===== src/rtl/lsu_mem_port_pkg.sv =====
// ---------------------------------------------------------------------------
// lsu_mem_port_pkg
// Shared types for the load/store unit memory port:
//   - lsu_state_t       : FSM states of the port (IDLE, ISSUE, RESP)
//   - F3_* constants    : RV32I load/store funct3 encodings
//   - SZ_* constants    : access size carried in funct3[1:0]
//   - funct3_legal()    : is this funct3 a legal load/store encoding
//   - is_misaligned()   : does the address break natural alignment
// ---------------------------------------------------------------------------
package lsu_mem_port_pkg;

   typedef enum logic [1:0] {
      ST_IDLE  = 2'd0,
      ST_ISSUE = 2'd1,
      ST_RESP  = 2'd2
   } lsu_state_t;

   localparam logic [2:0] F3_LB  = 3'b000;
   localparam logic [2:0] F3_LH  = 3'b001;
   localparam logic [2:0] F3_LW  = 3'b010;
   localparam logic [2:0] F3_LBU = 3'b100;
   localparam logic [2:0] F3_LHU = 3'b101;
   localparam logic [2:0] F3_SB  = 3'b000;
   localparam logic [2:0] F3_SH  = 3'b001;
   localparam logic [2:0] F3_SW  = 3'b010;

   localparam logic [1:0] SZ_BYTE = 2'b00;
   localparam logic [1:0] SZ_HALF = 2'b01;
   localparam logic [1:0] SZ_WORD = 2'b10;

   // Stores only know the three signed-size encodings; loads add the two
   // unsigned variants. Everything else is reported as an error response.
   function automatic logic funct3_legal(input logic we, input logic [2:0] f3);
      logic ok;
      ok = 1'b0;
      if (we) begin
         case (f3)
            F3_SB, F3_SH, F3_SW: ok = 1'b1;
            default:             ok = 1'b0;
         endcase
      end else begin
         case (f3)
            F3_LB, F3_LH, F3_LW, F3_LBU, F3_LHU: ok = 1'b1;
            default:                             ok = 1'b0;
         endcase
      end
      return ok;
   endfunction

   // Halfwords need an even address, words need a word-aligned address.
   function automatic logic is_misaligned(input logic [2:0] f3, input logic [1:0] addr_lo);
      logic bad;
      bad = 1'b0;
      if (f3[1:0] == SZ_HALF && addr_lo[0]) begin
         bad = 1'b1;
      end
      if (f3[1:0] == SZ_WORD && addr_lo != 2'b00) begin
         bad = 1'b1;
      end
      return bad;
   endfunction

endpackage


===== src/rtl/lsu_mem_port_lane_align.sv =====
// ---------------------------------------------------------------------------
// lsu_lane_align
// Purely combinational byte-lane logic for the LSU memory port.
// Ports:
//   funct3    in  3   captured load/store funct3
//   addr_lo   in  2   captured byte offset within the word
//   wdata     in  32  right-aligned store data
//   rdata     in  32  raw word returned by memory
//   be        out 4   little-endian byte-lane enables
//   wdata_rep out 32  store data replicated across all lanes
//   rdata_ext out 32  selected load lane, sign- or zero-extended
// Halfword lanes only look at addr_lo[1] and words always use lane 0, so the
// offending low bits of a misaligned access are simply ignored here.
// ---------------------------------------------------------------------------
module lsu_lane_align
   import lsu_mem_port_pkg::*;
(
   input  logic [2:0]  funct3,
   input  logic [1:0]  addr_lo,
   input  logic [31:0] wdata,
   input  logic [31:0] rdata,
   output logic [3:0]  be,
   output logic [31:0] wdata_rep,
   output logic [31:0] rdata_ext
);

   logic [7:0]  byte_sel;
   logic [15:0] half_sel;

   // Decode the access size once and derive lane enables, replicated store
   // data and the extended load value. funct3[2] marks the unsigned loads.
   always_comb begin
      be        = 4'b0000;
      wdata_rep = 32'h0;
      rdata_ext = 32'h0;
      byte_sel  = rdata[{addr_lo, 3'b000} +: 8];
      half_sel  = addr_lo[1] ? rdata[31:16] : rdata[15:0];
      case (funct3[1:0])
         SZ_BYTE: begin
            be        = 4'b0001 << addr_lo;
            wdata_rep = {4{wdata[7:0]}};
            rdata_ext = funct3[2] ? {24'h0, byte_sel} : {{24{byte_sel[7]}}, byte_sel};
         end
         SZ_HALF: begin
            be        = addr_lo[1] ? 4'b1100 : 4'b0011;
            wdata_rep = {2{wdata[15:0]}};
            rdata_ext = funct3[2] ? {16'h0, half_sel} : {{16{half_sel[15]}}, half_sel};
         end
         SZ_WORD: begin
            be        = 4'b1111;
            wdata_rep = wdata;
            rdata_ext = rdata;
         end
         default: begin
            be        = 4'b0000;
            wdata_rep = 32'h0;
            rdata_ext = 32'h0;
         end
      endcase
   end

endmodule


===== src/rtl/lsu_mem_port.sv =====
// ---------------------------------------------------------------------------
// lsu_mem_port
// Single-outstanding load/store port between the core and a word-wide memory.
// Parameter:
//   TIMEOUT_CYCLES  ISSUE cycles without mem_ready before an error (1..255)
// Ports:
//   clk, reset                clock, synchronous active-high reset
//   req_valid/req_ready       core request handshake (ready only when idle)
//   req_we/req_funct3         store flag and RV32I funct3
//   req_addr/req_wdata        byte address, right-aligned store data
//   resp_valid                one-cycle completion pulse
//   resp_rdata                extended load data (0 for stores/errors)
//   resp_err                  illegal funct3 or memory timeout
//   resp_misaligned           misaligned access trapped, no memory access
//   mem_req/mem_we            memory request (held until mem_ready), write
//   mem_addr/mem_be           word address, byte-lane enables
//   mem_wdata                 lane-replicated store data
//   mem_ready/mem_rdata       memory completion and read word
// Build option:
//   LSU_MISALIGN_TRAP_EN  when defined, misaligned half/word accesses go
//                         straight to a response with resp_misaligned=1;
//                         otherwise the low address bits are ignored.
// ---------------------------------------------------------------------------
module lsu_mem_port
   import lsu_mem_port_pkg::*;
#(
   parameter int unsigned TIMEOUT_CYCLES = 255
) (
   input  logic        clk,
   input  logic        reset,
   input  logic        req_valid,
   output logic        req_ready,
   input  logic        req_we,
   input  logic [2:0]  req_funct3,
   input  logic [31:0] req_addr,
   input  logic [31:0] req_wdata,
   output logic        resp_valid,
   output logic [31:0] resp_rdata,
   output logic        resp_err,
   output logic        resp_misaligned,
   output logic        mem_req,
   output logic        mem_we,
   output logic [31:0] mem_addr,
   output logic [3:0]  mem_be,
   output logic [31:0] mem_wdata,
   input  logic        mem_ready,
   input  logic [31:0] mem_rdata
);

   localparam logic [8:0] TIMEOUT_LIMIT = 9'(TIMEOUT_CYCLES);

   lsu_state_t  state_q, state_d;
   logic        we_q, we_d;
   logic [2:0]  funct3_q, funct3_d;
   logic [31:0] addr_q, addr_d;
   logic [31:0] wdata_q, wdata_d;
   logic [31:0] rdata_q, rdata_d;
   logic [7:0]  count_q, count_d;
   logic        err_q, err_d;
   logic        mis_q, mis_d;

   logic        misalign_hit;
   logic        in_issue;
   logic        in_resp;
   logic [3:0]  lane_be;
   logic [31:0] lane_wdata;
   logic [31:0] lane_rdata;

   // The misalignment trap is a build-time option; without it nothing is
   // ever flagged and the lane logic quietly drops the offending bits.
`ifdef LSU_MISALIGN_TRAP_EN
   assign misalign_hit = is_misaligned(req_funct3, req_addr[1:0]);
`else
   assign misalign_hit = 1'b0;
`endif

   // Next-state logic. The request fields are captured only on acceptance
   // and then held untouched until we are back in IDLE, so every memory-side
   // output stays constant for the whole ISSUE phase. In ISSUE a mem_ready
   // always wins over a timeout landing on the same cycle.
   always_comb begin
      state_d  = state_q;
      we_d     = we_q;
      funct3_d = funct3_q;
      addr_d   = addr_q;
      wdata_d  = wdata_q;
      rdata_d  = rdata_q;
      count_d  = count_q;
      err_d    = err_q;
      mis_d    = mis_q;
      case (state_q)
         ST_IDLE: begin
            count_d = 8'd0;
            if (req_valid) begin
               we_d     = req_we;
               funct3_d = req_funct3;
               addr_d   = req_addr;
               wdata_d  = req_wdata;
               rdata_d  = 32'h0;
               if (!funct3_legal(req_we, req_funct3)) begin
                  err_d   = 1'b1;
                  mis_d   = 1'b0;
                  state_d = ST_RESP;
               end else if (misalign_hit) begin
                  err_d   = 1'b0;
                  mis_d   = 1'b1;
                  state_d = ST_RESP;
               end else begin
                  err_d   = 1'b0;
                  mis_d   = 1'b0;
                  state_d = ST_ISSUE;
               end
            end
         end
         ST_ISSUE: begin
            if (mem_ready) begin
               rdata_d = mem_rdata;
               state_d = ST_RESP;
            end else if (({1'b0, count_q} + 9'd1) == TIMEOUT_LIMIT) begin
               err_d   = 1'b1;
               rdata_d = 32'h0;
               state_d = ST_RESP;
            end else begin
               count_d = count_q + 8'd1;
            end
         end
         ST_RESP: begin
            state_d = ST_IDLE;
         end
         default: begin
            state_d = ST_IDLE;
         end
      endcase
   end

   // All state lives here. Reset drops any access in flight on the spot, so
   // an aborted request never produces a response.
   always_ff @(posedge clk) begin
      if (reset) begin
         state_q  <= ST_IDLE;
         we_q     <= 1'b0;
         funct3_q <= 3'b000;
         addr_q   <= 32'h0;
         wdata_q  <= 32'h0;
         rdata_q  <= 32'h0;
         count_q  <= 8'd0;
         err_q    <= 1'b0;
         mis_q    <= 1'b0;
      end else begin
         state_q  <= state_d;
         we_q     <= we_d;
         funct3_q <= funct3_d;
         addr_q   <= addr_d;
         wdata_q  <= wdata_d;
         rdata_q  <= rdata_d;
         count_q  <= count_d;
         err_q    <= err_d;
         mis_q    <= mis_d;
      end
   end

   lsu_lane_align u_lane_align (
      .funct3    (funct3_q),
      .addr_lo   (addr_q[1:0]),
      .wdata     (wdata_q),
      .rdata     (rdata_q),
      .be        (lane_be),
      .wdata_rep (lane_wdata),
      .rdata_ext (lane_rdata)
   );

   // Outputs are decoded straight from registered state, and everything on
   // the memory side and the response side is forced to zero outside of the
   // phase where it means something.
   always_comb begin
      in_issue        = (state_q == ST_ISSUE);
      in_resp         = (state_q == ST_RESP);
      req_ready       = (state_q == ST_IDLE);
      mem_req         = in_issue;
      mem_we          = in_issue & we_q;
      mem_addr        = in_issue ? {addr_q[31:2], 2'b00} : 32'h0;
      mem_be          = in_issue ? lane_be : 4'b0000;
      mem_wdata       = (in_issue && we_q) ? lane_wdata : 32'h0;
      resp_valid      = in_resp;
      resp_err        = in_resp & err_q;
      resp_misaligned = in_resp & mis_q;
      resp_rdata      = (in_resp && !we_q && !err_q && !mis_q) ? lane_rdata : 32'h0;
   end

endmodule


===== config.mk =====
export PLATFORM = sky130hd
export DESIGN_NAME = lsu_mem_port
export DESIGN_NICKNAME = d
export VERILOG_FILES = /design/src/rtl/lsu_mem_port_pkg.sv /design/src/rtl/lsu_mem_port_lane_align.sv /design/src/rtl/lsu_mem_port.sv
export SDC_FILE = /design/constraint.sdc
export NUM_CORES = 1
export LEC_CHECK = 0
export ABC_AREA = 1
export BUFFER_PORTS_ARGS = -buffer_cell sky130_fd_sc_hd__buf_2
export CAP_MARGIN = 20
export CORE_AREA = 2 2 143 145
export DETAILED_ROUTE_END_ITERATION = 6
export DIE_AREA = 0 0 145 147
export SYNTH_ARGS = -nofsm -noshare
export SYNTH_HDL_FRONTEND = slang
export SYNTH_HIERARCHICAL = 1
export SYNTH_SLANG_ARGS = --single-unit

===== constraint.sdc =====
create_clock -name clk -period 3.2 [get_ports clk]
set_input_delay 0.8 -clock clk [delete_from_list [all_inputs] [get_ports clk]]
set_output_delay 0.8 -clock clk [all_outputs]
set_load 0.01 [all_outputs]

# Word-level counts from Yosys, hierarchy flattened

Index checks and enable logic that the tools add are counted.

Register bits after elaboration: 111
Input bits: 104
Output and inout bits: 106
Word-level logic and storage cells: 77

Add/subtract/negate cells: 2
Eq/ne operators: 14
Shifts and indexed selects: 2
Multiplexer cells: 33
Bitwise logic cells: 2
Reductions and logical operators: 16

Operators by type and width:

| kind                  | number |
|---|---|
| $mux W32              | 8 |
| $pmux W32 S3          | 2 |
| $pmux W32 S2          | 1 |
| $shiftx A32 B6 Y8     | 1 |
| $mux W16              | 1 |
| $mux W8               | 2 |
| $pmux W8 S2           | 1 |
| $pmux W4 S3           | 1 |
| $add A8 B1 Y9 const B | 1 |
| $eq A9 B8 Y1 const B  | 1 |
| $mux W1               | 9 |
| $add A8 B1 Y8 const B | 1 |
| $mux W2               | 4 |
| $mux W4               | 2 |
| $eq A3 B3 Y1 const B  | 2 |
| $ne A2 B2 Y1 const B  | 3 |
| $reduce_and A3 Y1     | 2 |
| $reduce_or A5 Y1      | 1 |
| $eq A2 B1 Y1 const B  | 2 |
| $eq A2 B2 Y1 const B  | 2 |
| $logic_not A2 Y1      | 2 |
| $pmux W2 S2           | 1 |
| $reduce_and A2 Y1     | 2 |
| $reduce_and A4 Y1     | 1 |
| other kinds (12)      | 16 |

# Longest topological paths before layout

Gate-level depths: netlist of run 1.

Depth in word-level cells: 9
Mapped depth: 14
Gate-level depth less buffers: 13

# Modules after synthesis

The synthesis of run 1 kept the hierarchy.

By module, submodules not included:

| module         | instances | cells an instance | area an instance (um^2) | seq. area each (um^2) |
|---|---|---|---|---|
| lsu_mem_port   | 1         | 829               | 5,316.3                 | 2,222.1 |
| lsu_lane_align | 1         | 334               | 1,472.7                 | 0.0 |

# Worst setup path after synthesis of run 1

OpenSTA, ideal clock, no wires.

Path type: register -> output
From: register state_q[0]
To: output port mem_wdata[10]
Arrival: 1.470 ns
Required time: 2.400 ns
Path slack: 0.930 ns
Stages on the path, launching flop included: 8
Path buffers: 1
Cells stage by stage: dfxtp_1 inv_2 nor2_2 inv_2 nor2_1 inv_1 clkbuf_1 nor2_1

Longest elaborated chain between the ends: 3

RTL lines:

| element                | RTL line            | RTL |
|---|---|---|
| start, declared        | lsu_mem_port.sv:52  | `lsu_state_t state_q, state_d;` |
| start signal, assigned | lsu_mem_port.sv:150 | `state_q <= state_d;` |
| $eq A2 B1 Y1           | lsu_mem_port.sv:176 | `in_issue = (state_q == ST_ISSUE);` |
| net mem_req            | lsu_mem_port.sv:41  | `output logic mem_req,` |
| $logic_and A1 B1 Y1    | lsu_mem_port.sv:183 | `mem_wdata = (in_issue && we_q) ? lane_wdata : 32'h0;` |
| $mux W32               | lsu_mem_port.sv:183 |  |
| end, declared          | lsu_mem_port.sv:45  | `output logic [31:0] mem_wdata,` |

The timed path passes the listed nets, and every way through them passes these cells.

# Worst setup path after layout of run 1

From: register funct3_q[1]
To: output port resp_rdata[26]

Longest elaborated chain between the ends: 3
Elaborated cells between the ends (all ways): 5
Classes of those cells: 2 x eq/ne; 2 x mux; 1 x reduce/logical

RTL lines:

| element                                    | RTL line                      | RTL |
|---|---|---|
| start, declared                            | lsu_mem_port.sv:54            | `logic [2:0] funct3_q, funct3_d;` |
| start signal, assigned                     | lsu_mem_port.sv:152           | `funct3_q <= funct3_d;` |
| $eq A2 B2 Y1, or another cell as far along | lsu_mem_port_lane_align.sv:38 | `case (funct3[1:0])` |
| $pmux W32 S3 (*)                           | lsu_mem_port_lane_align.sv:38 |  |
| net lane_rdata[26]                         | lsu_mem_port.sv:67            | `logic [31:0] lane_rdata;` |
| $mux W32 (*)                               | lsu_mem_port.sv:187           | `resp_rdata = (in_resp && !we_q && !err_q && !mis_q) ? lane_rdata : 32'h0;` |
| end, declared                              | lsu_mem_port.sv:38            | `output logic [31:0] resp_rdata,` |

Mark *: on every way through the listed nets, which the timed path passes. The rest lies on a longest branch.

==> summary.md, run 1 <==
The fraction of power consumed by combinational cells is 0.225. The tools report the combined global-route utilization of all metal layers as 0.191. The final net count was 1429.

Cell type group with the largest total delay on the critical path: buffers and inverters. The total chip power is 3.61 mW, and the largest fanout on the critical path is 17. For the worst path setup slack after routing, the log shows 0.225 ns. The I/O pin count was 210. The congestion estimate from routability-driven global placement came to 0.849. The later pin in the worst-skew pair is clocked with a latency of 0.36 ns. During synthesis, Yosys emitted a total of 6 warnings. The routed length per placed instance came out at 12.9 um. The tools report the nature of the critical path startpoint as a register. Traced cell by cell, the critical path runs through inv_1 -> nand2_4 -> inv_2 -> nand3_4 -> nand2_1 -> inv_1 -> nand2_1 -> inv_1 -> nor2_1 -> buf_2. After detailed routing, the number of remaining DRC violations is 0. In this run the post-CTS setup repair buffer count came out at 0. Simple-gate share of the synthesized area: 0.362. Detailed placement ended at an HPWL of 15100 um. Subtracting the final worst setup slack from the clock period gives 2.98 ns.

The compound-cell area share of the yosys netlist was 0.148. For this design the ratio of total power to cell area is 437 nW/um^2. The number of violations of the max-capacitance limit was 0; the largest buffer count on any clock path was 2. The run gives 6 as the initial antenna violation count.

The kind of critical path is register to primary output. Yosys attributes the largest share of cell area to sky130_fd_sc_hd__dfxtp_1, sky130_fd_sc_hd__nand2_1, sky130_fd_sc_hd__nor2_1. TritonCTS built the clock tree. The final period utilization was 0.930; the count of nets left with antenna violations after detail routing was 0.

The area of the core is 19800 um^2, and the average instance area after synthesis is 5.84 um^2. The number of standard-cell rows in the floorplan came out at 52. The run gives 389 as the iteration-0 DRC count of the detailed router. The tree built by TritonCTS fans out to 111 sinks. Clock-pin slew was measured on the worst setup and hold paths at 0.08 ns. The biggest area contributor in the post-synthesis netlist is sky130_fd_sc_hd__dfxtp_1. The endpoint class of the critical path is a primary output. Among all flip-flop cells after synthesis, the most frequent one is sky130_fd_sc_hd__dfxtp_1. The tools report the part of the Yosys area used for sequential elements as 0.327. The number of hold-slack violations in the final timing report was 0; the delay of the slowest cell on the worst path was 0.56 ns.

Average via count per standard cell: 4.56. The share of synthesized cell area in full adder, half adder and majority cells works out to 0.00369. The initial cell density of the core came out at 0.342. The internal power consumption is 2.35 mW, and the slew of the pin with the lowest slew margin is 0.819 ns. Yosys mapped the design onto 32 distinct sky130hd cell types.

The area growth from synthesis to final layout is 21.7%. VDD sags by at most 0.252 mV. The tools report the via count of the first global-routing pass as 6637. The commonest cells after synthesis are sky130_fd_sc_hd__nand2_1, sky130_fd_sc_hd__nor2_1, sky130_fd_sc_hd__inv_1. For the power share of the clock group, the log shows 0.329. Part of the power in registers: 0.446. The switching power as a share of total power was 0.347; the maximum number of pins on one net before global-route repair was 74. The tools report the count of final setup violators as 0. The root buffer cell was sky130_fd_sc_hd__clkbuf_16. For this run the aggregate overflow at the end of global routing stands at 0.

For the cts-stage hold buffer count, the log shows 0. sky130_fd_sc_hd__nand2_1 is the most common cell in the netlist. The switching component of the power was 1.25 mW; the share of layout cells above drive strength 1 was 0.207. The largest family of logic cells by synthesized area was simple AND/OR/NAND/NOR gates. The pre-antenna-repair detailed-routing pass consisted of 5 iterations. The share of async-settable or async-resettable flops after synthesis is 0, and the level count of the clock H-tree is 3. The cell count after synthesis came out at 1163. By instance count, the cell type seen most on the critical path is sky130_fd_sc_hd__inv_1. After detailed routing, the total wire length is 20700 um. The run gives 0.454 as the headroom to the max-slew limit. The first-pass GRT wire length was 32900 um.

Achievable clock frequency: 336 MHz. The share of the synthesized area in the top cell type was 0.327. The flip-flop and latch count after synthesis works out to 111.

In this run, synthesis inferred 0 flip-flops with an integrated enable. For the worst setup path, the data required time is 2.40 ns. In this run the horizontal extent of the chip is 145 um.

The flow ran to the end, and the final reports show no timing, DRC or antenna violations. The die extent in y is 147 um. The die covers 21300 um^2.

Port buffering added 206 buffers. The sum of buffers and inverters on the critical path works out to 5. The analysis attributes to cell leakage a power of 4.14 nW.

The via count of the routed design is 7300, and the share of cell area taken by muxes after synthesis is 0. Share of the synthesized netlist area taken by xor and xnor gates: 0.00258. The worst clock skew on the final layout came out at 0.0111 ns.

Before CTS, the worst setup slack after placement is 0.487 ns. Setup repair after global routing left no endpoint under its margin. The run gives 0 as the max-slew violation total from the final report. The summed instance area of the synthesized netlist was 6790 um^2. The min-delay analysis places its worst path in the category register to register. The number of CTS-inserted buffers came out at 9. Highest-delay cell along the critical path: sky130_fd_sc_hd__dfxtp_1. The setup total negative slack was 0 ns; the arrival time at the worst endpoint was 2.18 ns.
path summary, 6_finish.rpt:
path	startpoint	to	slack, ns	cells after the start
worst max-delay path	funct3_q[1]	resp_rdata[26]	0.22	10
worst max register to register	state_q[0]	rdata_q[7]	1.10	10
worst min register to register	addr_q[12]	addr_q[12]	0.46	2
worst min-delay path	addr_q[12]	addr_q[12]	0.46	2
worst reg2reg max path: stages, from the launching register on:
cell and delay (ns):
sky130_fd_sc_hd__dfxtp_1 0.41, sky130_fd_sc_hd__inv_2 0.06, sky130_fd_sc_hd__nor2_2 0.16, sky130_fd_sc_hd__inv_2 0.06, sky130_fd_sc_hd__buf_4 0.31, sky130_fd_sc_hd__nor2_4 0.32, sky130_fd_sc_hd__nand2_8 0.20, sky130_fd_sc_hd__nand2_8 0.27
sky130_fd_sc_hd__nand2_1 0.09, sky130_fd_sc_hd__nand2_1 0.06, sky130_fd_sc_hd__nor2_1 0.04
registers in the layout (all words and copies together), names as in the netlist:
register	count
state_q	2
wdata_q	32
addr_q	32
rdata_q	32
we_q	1
funct3_q	3
count_q	8
err_q	1
metrics by stage:
stage,hold slack (ns),std cells,area (um^2),utilization
floorplan,0.430,1165,6800,-
global placement,0.440,1582,7930,0.400
detailed placement,0.447,1582,7930,0.400
CTS,0.461,1598,8250,0.416
global route,0.473,1600,8260,0.416
finish,0.456,1601,8260,0.416
routing by layer:
| metal | wire length [um] | vias to the layer above | global-route usage |
|---|---|---|---|
| met3 | 1470 | 39 | 0.0522 |
| met4 | 524 | 6 | 0.0693 |
| met5 | 40 | - | 0 |
| met1 | 9050 | 3196 | 0.228 |
| met2 | 9620 | 225 | 0.329 |
| li1 | - | 3834 | - |
timing repair:
| item | 4_1_cts | 5_1_grt |
|---|---|---|
| setup endpoints to repair | 0 | 17 |
| resized for setup | 0 | 1 |
| hold endpoints to repair | 0 | 0 |
layout by cell type, fill, tap and decap left out, types with 2 or more instances in the layout:
cell type,netlist,layout
sky130_fd_sc_hd__nor2_4,3,4
sky130_fd_sc_hd__nand3_4,2,2
sky130_fd_sc_hd__clkbuf_16,0,9
sky130_fd_sc_hd__nand3b_1,2,2
sky130_fd_sc_hd__xor2_1,2,2
sky130_fd_sc_hd__nand2_1,273,273
sky130_fd_sc_hd__inv_1,175,174
sky130_fd_sc_hd__o31ai_1,2,2
sky130_fd_sc_hd__nor2_1,259,258
sky130_fd_sc_hd__a22oi_1,8,8
sky130_fd_sc_hd__buf_4,4,12
sky130_fd_sc_hd__inv_2,7,8
sky130_fd_sc_hd__nand2_8,2,2
sky130_fd_sc_hd__nor2_2,4,4
sky130_fd_sc_hd__nand2_4,1,2
sky130_fd_sc_hd__buf_2,19,206
sky130_fd_sc_hd__diode_2,0,3
sky130_fd_sc_hd__ha_1,2,2
sky130_fd_sc_hd__conb_1,1,3
sky130_fd_sc_hd__o21ai_0,101,101
sky130_fd_sc_hd__a21oi_1,70,70
sky130_fd_sc_hd__clkinv_8,0,3
sky130_fd_sc_hd__dfxtp_1,111,111
sky130_fd_sc_hd__nand3_1,34,34
sky130_fd_sc_hd__nand2_2,15,14
sky130_fd_sc_hd__buf_12,0,2
sky130_fd_sc_hd__o211ai_1,7,7
sky130_fd_sc_hd__nand4_1,4,4
final cells by class:
cell class              instances  area (um^2)
clock buffers                   9          225
repair buffers                220         1160
flip-flops and latches        111         2220
inverters                     183          687
well taps                     270          338
clock inverters                 7         92.6
fillers                      2205        11600
multi-input cells             798         3530
diodes                          3         7.51
cell families (layout without fill, tap and decap cells):
kind of cell               count (synthesis)  count (layout)
adders and majority gates                  2               2
other                                      1               6
DFF                                      111             111
buffers and inverters                    256             419
AOI/OAI and AO/OA                        190             190
and+or+nand+nor                          601             601
xor gates and xnor gates                   2               2
power groups by stage:
stage	combinational, mW	sequential, mW	clock [mW]
finish	0.812	1.61	1.19
global route	0.930	1.62	1.28
CTS	0.817	1.61	1.23
detailed placement	0.813	1.64	0
global placement	0.806	1.64	0
floorplan	0.610	1.59	0
Power figures use the tool's default switching activity.
==> inputs of run 2 (changes only) <==
Settings changed: BUFFER_PORTS_ARGS -buffer_cell sky130_fd_sc_hd__buf_2 to -buffer_cell sky130_fd_sc_hd__clkbuf_2, HOLD_SLACK_MARGIN from default to 0.12.
==> run 2 against run 1 <==
  * Wire length shrank 0.14%
  * Sequential share of layout area shrank 0.055 points
  * Clock power grew 4%
  * Largest power group unchanged
==> summary.md, run 2 (synthesis gave the netlist of run 1 again) <==
For the count of nets left with antenna violations after detail routing, the log shows 0 (unchanged). The tools report the aggregate routed wire length as 20700 um (-0.14%). Final period utilization: 0.906 (-0.0240). Number of hold-slack violations in the final timing report: 0 (unchanged).

The top layer used by detailed routing was met4. For the maximum number of pins on one net before global-route repair, the log shows 74 (unchanged). The root buffer cell is sky130_fd_sc_hd__clkbuf_16.

Path length in cells of the critical path: 8 (-2). The x dimension of the die is 145 um (unchanged), and the sum of buffers and inverters on the critical path is 4 (-1). The number of buffers added for setup after CTS came out at 0 (unchanged). The path type of the worst min-delay path is register to register. The average via count per standard cell was 4.55 (-0.15%); the achievable clock frequency was 345 MHz (+2.6%). For the headroom to the max-slew limit, the log shows 0.459 (+0.00499). Setup repair after global routing left no endpoint under its margin. The via count of the first global-routing pass is 6693 (+0.84%). Leaving out fill and tap cells, the most frequent cell in the layout is sky130_fd_sc_hd__nand2_1. The I/O pin count is 210 (unchanged). The critical path is of the register to primary output type. Leaving out fill and tap cells, the most frequent cells in the layout are sky130_fd_sc_hd__nand2_1, sky130_fd_sc_hd__nor2_1, sky130_fd_sc_hd__clkbuf_2.

The combined global-route utilization of all metal layers was 0.193 (+0.00225). Largest fanout on the critical path: 12 (-5). The critical path ends at mem_wdata[13]. The worst vdd rail ir drop is 0.308 mV (+22%), and the setup slack of the most critical reg-to-reg path is 1.10 ns (about the same). The run finished with clean final reports. The cell type group with the largest total delay on the critical path is buffers and inverters. The critical path goes through nor2_1 -> buf_4 -> inv_1 -> nand2_1 -> o21ai_0 -> inv_1 -> nor2_1 -> clkbuf_2.

TritonCTS built the clock tree. The number of clock sinks was 111 (unchanged). The tools report the initial cell density of the core as 0.342 (unchanged).

Met2 wire length: 9650 um (+0.33%). For the arrival time at the worst endpoint, the log shows 2.10 ns (-0.08 ns). The final net count was 1431 (+0.14%). The slew of the pin with the lowest slew margin came out at 0.811 ns (-0.00747 ns). The last weighted congestion value of the routability-driven placer is 0.867 (+2.0%). In this run the critical register-to-register path is launched from state_q[0]. The number of violations of the max-capacitance limit was 0 (unchanged). The via count of the routed design was 7289 (-0.15%); the share of layout cells above drive strength 1 was 0.210 (+0.00270).

The insertion delay of the later-clocked pin in the worst-skew pair is 0.36 ns (about the same). For the required arrival time at the worst endpoint, the log shows 2.40 ns (about the same). The routed length per placed instance was 12.9 um (-0.14%).

The number of CTS-inserted buffers was 9 (unchanged); the worst hold slack after final layout was 0.456 ns (-0.0000710 ns). For the number of standard-cell rows in the floorplan, the log shows 52 (unchanged). The largest registers in the layout are addr_q: 32 flops, rdata_q: 32 flops, wdata_q: 32 flops. The die extent in y is 147 um (unchanged). The tools report the end of the worst register-to-register path as rdata_q[5].

The number of I/O port buffers works out to 206 (unchanged). For this design, the slowest cell found on the critical path is sky130_fd_sc_hd__dfxtp_1. STA classifies the critical path startpoint as a register. Post-DP HPWL: 15300 um (+0.85%). Tracing the worst setup path back leads to its startpoint at funct3_q[0]. The initial antenna violation count is 1 (-5).

The logs give 2 (unchanged) for the largest buffer count on any clock path and 5 (unchanged) for the detailed-routing iteration count for the pre-antenna-repair pass. Die outline area: 21300 um^2 (unchanged). For the fraction of the core area covered by cells at the end of the flow, the log shows 0.418 (+0.00132).

The run gives 4.09 nW (-1.3%) as the leakage power. The tools report the endpoint class of the critical path as a primary output. For the total met3 wirelength after detailed routing, the log shows 1470 um (-0.47%). The run gives 19800 um^2 (unchanged) as the area of the core.

The iteration-0 DRC count of the detailed router is 441 (+13%). The shortest period the worst path allows came out at 2.90 ns (-0.0768 ns). The clock-pin slew of the registers on the worst-case setup and hold paths came out at 0.08 ns (about the same).

The DRC violations left is 0 (unchanged). The delay of the slowest cell on the worst path works out to 0.54 ns (-0.02 ns). The remaining global-route overflow was 0 (unchanged); the first-pass GRT wire length was 33500 um (+1.8%). From synthesis to final layout, the design area changed by 22.1%.

For the level count of the clock H-tree, the log shows 3 (unchanged). The run gives 0 (unchanged) as the count of final setup violators. For the max-slew violation total from the final report, the log shows 0 (unchanged). For the setup total negative slack, the log shows 0 ns (unchanged).

The worst clock skew on the final layout came out at 0.0152 ns (+0.00410 ns). The detailed-routing wirelength on met1 is 9210 um (+1.7%), and the depth of the most critical reg-to-reg path is 10 (unchanged). The cell area power density was 442 nW/um^2 (+1.3%).
## run 2: cell count changes in the layout (fill, tap and decap cells not counted), moves of 2 or more
cell	change
sky130_fd_sc_hd__inv_8	+2
sky130_fd_sc_hd__clkbuf_2	+206
sky130_fd_sc_hd__buf_2	-206
sky130_fd_sc_hd__diode_2	-2
sky130_fd_sc_hd__dfxtp_2	+2
sky130_fd_sc_hd__dfxtp_1	-2
## run 2: timing repair
item | CTS | global route
hold buffers | 0 | 0
resized for setup | 0 | 4
setup endpoints to repair | 0 | 25
## run 2: worst min-delay path by stage
stage	depth (start not counted)	to	slack, ns	start
6_report	2	addr_q[6]	0.46	addr_q[6]
5_1_grt	2	addr_q[4]	0.47	addr_q[4]
4_1_cts	2	addr_q[17]	0.46	addr_q[17]
3_5_place_dp	2	addr_q[17]	0.44	addr_q[17]
3_3_place_gp	2	addr_q[6]	0.44	addr_q[6]
2_1_floorplan	2	addr_q[10]	0.43	addr_q[10]
## run 2: through the flow
stage | area (um^2) | power, mW | instances | setup slack [ns]
5_1_grt | 8280 | 3.90 | 1600 | 0.131
4_1_cts | 8270 | 3.70 | 1599 | 0.0969
3_5_place_dp | 7940 | 2.45 | 1583 | 0.499
2_1_floorplan | 6800 | 2.20 | 1165 | 0.930
6_report | 8290 | 3.67 | 1601 | 0.302
3_3_place_gp | 7940 | 2.44 | 1583 | 0.525
## run 2: worst register-to-register path: cells and delay by family, from the launching register on
kind / cells / cell delay [ns]
simple gates: 7 / 1.17
buf+inv: 3 / 0.43
flops: 1 / 0.41
## run 2: where the power goes
group / internal [mW] / total (mW) / switching (mW)
Combinational: 0.283 / 0.813 / 0.530
Sequential: 1.50 / 1.61 / 0.106
Clock: 0.642 / 1.24 / 0.601
Total: 2.43 / 3.67 / 1.24
## run 2: per-layer routing
layer  GRT usage  vias up
met5           0        -
met4      0.0574        0
met3      0.0512       21
met2       0.326      215
met1       0.242     3212
li1            -     3841
## run 2: layout make-up
class	count	area, um^2
inverters	183	689
clock inverters	7	105
multi-input cells	799	3530
repair buffers	221	1170
flip-flops and latches	111	2220
fillers	2251	11600
well taps	270	338
diodes	1	2.50
clock buffers	9	225
==> inputs of run 3 (changes only) <==
==> constraint.sdc (replaced) <==
create_clock -name clk -period 3.2 [get_ports clk]
set_input_delay 0.16 -clock clk [delete_from_list [all_inputs] [get_ports clk]]
set_output_delay 0.16 -clock clk [all_outputs]
set_load 0.01 [all_outputs]
==> run 3 against run 2 <==
  * Power up 0.17%
  * Critical path depth unchanged
  * Sequential cell count unchanged
  * Setup slack better by 0.28 ns
  * Register-to-register slack better by 0.08 ns
  * Critical path type unchanged
  * Clock power is 5% lower
  * Core utilization rose by 3.3 points
  * Clock-buffer cell count is the same
==> summary.md, run 3 (synthesis gave the netlist of run 1 again) <==
The flow ran to the end, and the final reports show no timing, DRC or antenna violations. For the headroom to the max-slew limit, the log shows 0.467 (+0.00848). The post-layout instance count excluding filler cells is 1667 (+4.1%). The most critical setup path has its startpoint at funct3_q[1]. The min-delay analysis places its worst path in the category input port to register. The run gives 0.438 (about the same) as the part of the power in registers. Relative to the synthesized area, the layout overhead comes to 31.7%.

The max-slew violation total from the final report is 0 (unchanged), and the number of clock sinks is 111 (unchanged). The initial antenna violation count was 1 (unchanged); the number of violations of the max-capacitance limit was 0 (unchanged). The arrival time at the worst endpoint was 2.46 ns (+0.36 ns). On the critical path, the stage with the largest delay is an instance of sky130_fd_sc_hd__dfxtp_1. The x dimension of the die is 145 um (unchanged), and the via count of the routed design is 7615 (+4.5%). The shortest period the worst path allows works out to 2.62 ns (-0.283 ns). Last weighted congestion value of the routability-driven placer: 0.865 (-0.14%).

For the worst vdd rail ir drop, the log shows 0.226 mV (-27%). The maximum number of pins on one net before global-route repair was 75 (+1.4%). The critical path is of the register to primary output type. The cell area power density was 411 nW/um^2 (-7.2%). The DRC violations left was 0 (unchanged). The slew of the pin with the lowest slew margin is 0.799 ns (-0.0127 ns), and the insertion delay of the later-clocked pin in the worst-skew pair is 0.36 ns (about the same). Traced cell by cell, the critical path runs through inv_1 -> nor2_4 -> buf_4 -> nand2_1 -> o211ai_1 -> inv_1 -> nor2_1 -> clkbuf_2. The cell type group with the largest total delay on the critical path is buffers and inverters.

The tools report the nature of the critical path startpoint as a register. The startpoint identified for the worst register-to-register timing path is count_q[1]. The tools report the combined global-route utilization of all metal layers as 0.199 (+0.00580).

The clock-pin slew of the registers on the worst-case setup and hold paths was 0.08 ns (about the same); the largest fanout on the critical path was 31 (+19). The fill cell total of the finished layout was 2098 (-6.8%). The number of I/O port buffers came out at 206 (unchanged).

The post-DP HPWL is 15300 um (+0.23%). The most frequent cell on the critical path was sky130_fd_sc_hd__inv_1. The number of standard-cell rows in the floorplan was 52 (unchanged). I/O pin count: 210 (unchanged).

The delay of the slowest cell on the worst path is 0.56 ns (+0.02 ns). For the combined flip-flop and latch cell area, the log shows 2220 um^2 (-0.11%). The depth of the most critical reg-to-reg path was 9 (-1); the path length in cells of the critical path was 8 (unchanged).

TritonCTS built the clock tree. Setup repair after global routing left no endpoint under its margin. For the aggregate routed wire length, the log shows 21400 um (+3.3%). The endpoint class of the critical path was a primary output. The tools report the setup slack of the most critical reg-to-reg path as 1.18 ns (+0.08 ns). For the iteration-0 DRC count of the detailed router, the log shows 486 (+10%). Placed cell count: 1580 (-0.19%). The switching power as a share of total power came out at 0.344 (+0.00702).

The largest registers in the layout are addr_q: 32 flops, rdata_q: 32 flops, wdata_q: 32 flops. The level count of the clock H-tree is 3 (unchanged). The tools report the internal power consumption as 2.41 mW (-0.89%).

For the switching component of the power, the log shows 1.26 mW (+2.3%). The remaining global-route overflow came out at 0 (unchanged). The tools report the via count of the first global-routing pass as 6952 (+3.9%). The count of final setup violators is 0 (unchanged). The required arrival time at the worst endpoint is 3.04 ns (+0.64 ns). The run gives 0.240 (+0.018) as the fraction of power consumed by combinational cells. The die extent in y is 147 um (unchanged), and the area of the core is 19800 um^2 (unchanged). The share of layout cells above drive strength 1 works out to 0.195 (-0.0144). The root buffer cell was sky130_fd_sc_hd__clkbuf_16. The routed length per placed instance is 12.8 um (-0.75%). For the first-pass GRT wire length, the log shows 34800 um (+3.8%). The number of hold-slack violations in the final timing report was 0 (unchanged). The average via count per standard cell was 4.57 (+0.34%). The logs give 2 (unchanged) for the largest buffer count on any clock path and 0 (unchanged) for the number of buffers added for setup after CTS. The number of diodes added for antenna fixing was 0 (-1); the final period utilization was 0.817 (-0.0885). The footprint of the multi-input gates came out at 3520 um^2 (-0.32%). End of the worst register-to-register path: rdata_q[9]. The worst hold path begins at mem_rdata[21]. The run gives 0.0109 ns (-0.00430 ns) as the worst clock skew on the final layout. The logs give 9 (unchanged) for the number of CTS-inserted buffers and 0 (unchanged) for the count of nets left with antenna violations after detail routing. The logs give 0.322 (-0.017) for the power share of the clock group and 382 MHz (+11%) for the achievable clock frequency. The tools report the setup total negative slack as 0 ns (unchanged).

The die outline area was 21300 um^2 (unchanged). The run gives 6 (+1) as the detailed-routing iteration count for the pre-antenna-repair pass. Leaving out fill and tap cells, the most frequent cell in the layout is sky130_fd_sc_hd__nand2_1.

The tools report the leakage power as 4.36 nW (+6.5%). The top cell types in the final layout, fill and taps aside, are sky130_fd_sc_hd__nand2_1, sky130_fd_sc_hd__nor2_1, sky130_fd_sc_hd__clkbuf_2. The sum of buffers and inverters on the critical path is 4 (unchanged). The timing endpoint of the critical path was mem_wdata[30]. The final net count came out at 1498 (+4.7%). Initial cell density of the core: 0.342 (unchanged).
[run 3: per-stage QoR]
| step | setup WS [ns] | hold slack, ns | instance area, um^2 | util | total power [mW] |
|---|---|---|---|---|---|
| 3_5_place_dp | 1.02 | 0.386 | 7920 | 0.399 | 2.45 |
| 4_1_cts | 0.614 | 0.131 | 8940 | 0.451 | 3.71 |
| 6_report | 0.585 | 0.135 | 8940 | 0.451 | 3.67 |
| 2_1_floorplan | 1.56 | 0.295 | 6800 | - | 2.20 |
| 3_3_place_gp | 1.05 | 0.383 | 7920 | 0.399 | 2.44 |
| 5_1_grt | 0.344 | 0.144 | 8940 | 0.451 | 3.91 |
[run 3: worst min path at each step]
stage / end / cells past startpoint
after floorplan: wdata_q[0] / 2
after global placement: wdata_q[29] / 3
after detailed placement: wdata_q[7] / 3
after CTS: rdata_q[24] / 5
after global routing: rdata_q[21] / 5
final: rdata_q[21] / 5
[run 3: area by class of cell]
| type | count | area share |
|---|---|---|
| multi-input cells | 798 | 0.394 |
| well taps | 270 | 0.0378 |
| inverters | 183 | 0.0768 |
| clock inverters | 7 | 0.0101 |
| flip-flops and latches | 111 | 0.249 |
| clock buffers | 9 | 0.0252 |
| repair buffers | 289 | 0.208 |
[run 3: routing by layer]
metal,global-route usage,vias up,part of all wire
met2,0.347,225,0.49
met1,0.253,3403,0.45
li1,-,3966,-
met4,0.0406,2,0.0098
met5,0,-,0.00061
met3,0.0438,19,0.056
[run 3: power by group through the flow]
| stage | logic, mW | registers (mW) | clock network (mW) |
|---|---|---|---|
| after floorplan | 0.610 | 1.59 | 0 |
| after global placement | 0.805 | 1.64 | 0 |
| after detailed placement | 0.811 | 1.64 | 0 |
| after CTS | 0.884 | 1.61 | 1.22 |
| after global routing | 1.01 | 1.62 | 1.27 |
| final | 0.883 | 1.61 | 1.18 |
[run 3: tightest hold or removal path, cell delays in order]
cell and delay, ns:
sky130_fd_sc_hd__clkbuf_2 0.08, sky130_fd_sc_hd__nand2_1 0.06, sky130_fd_sc_hd__nand3_1 0.07, sky130_fd_sc_hd__nand2_1 0.06
sky130_fd_sc_hd__nor2_1 0.03
[run 3: repair_timing]
item,4_1_cts,5_1_grt
hold buffers,71,0
hold endpoints to repair,77,0
setup endpoints to repair,0,0
gates resized for setup,0,0
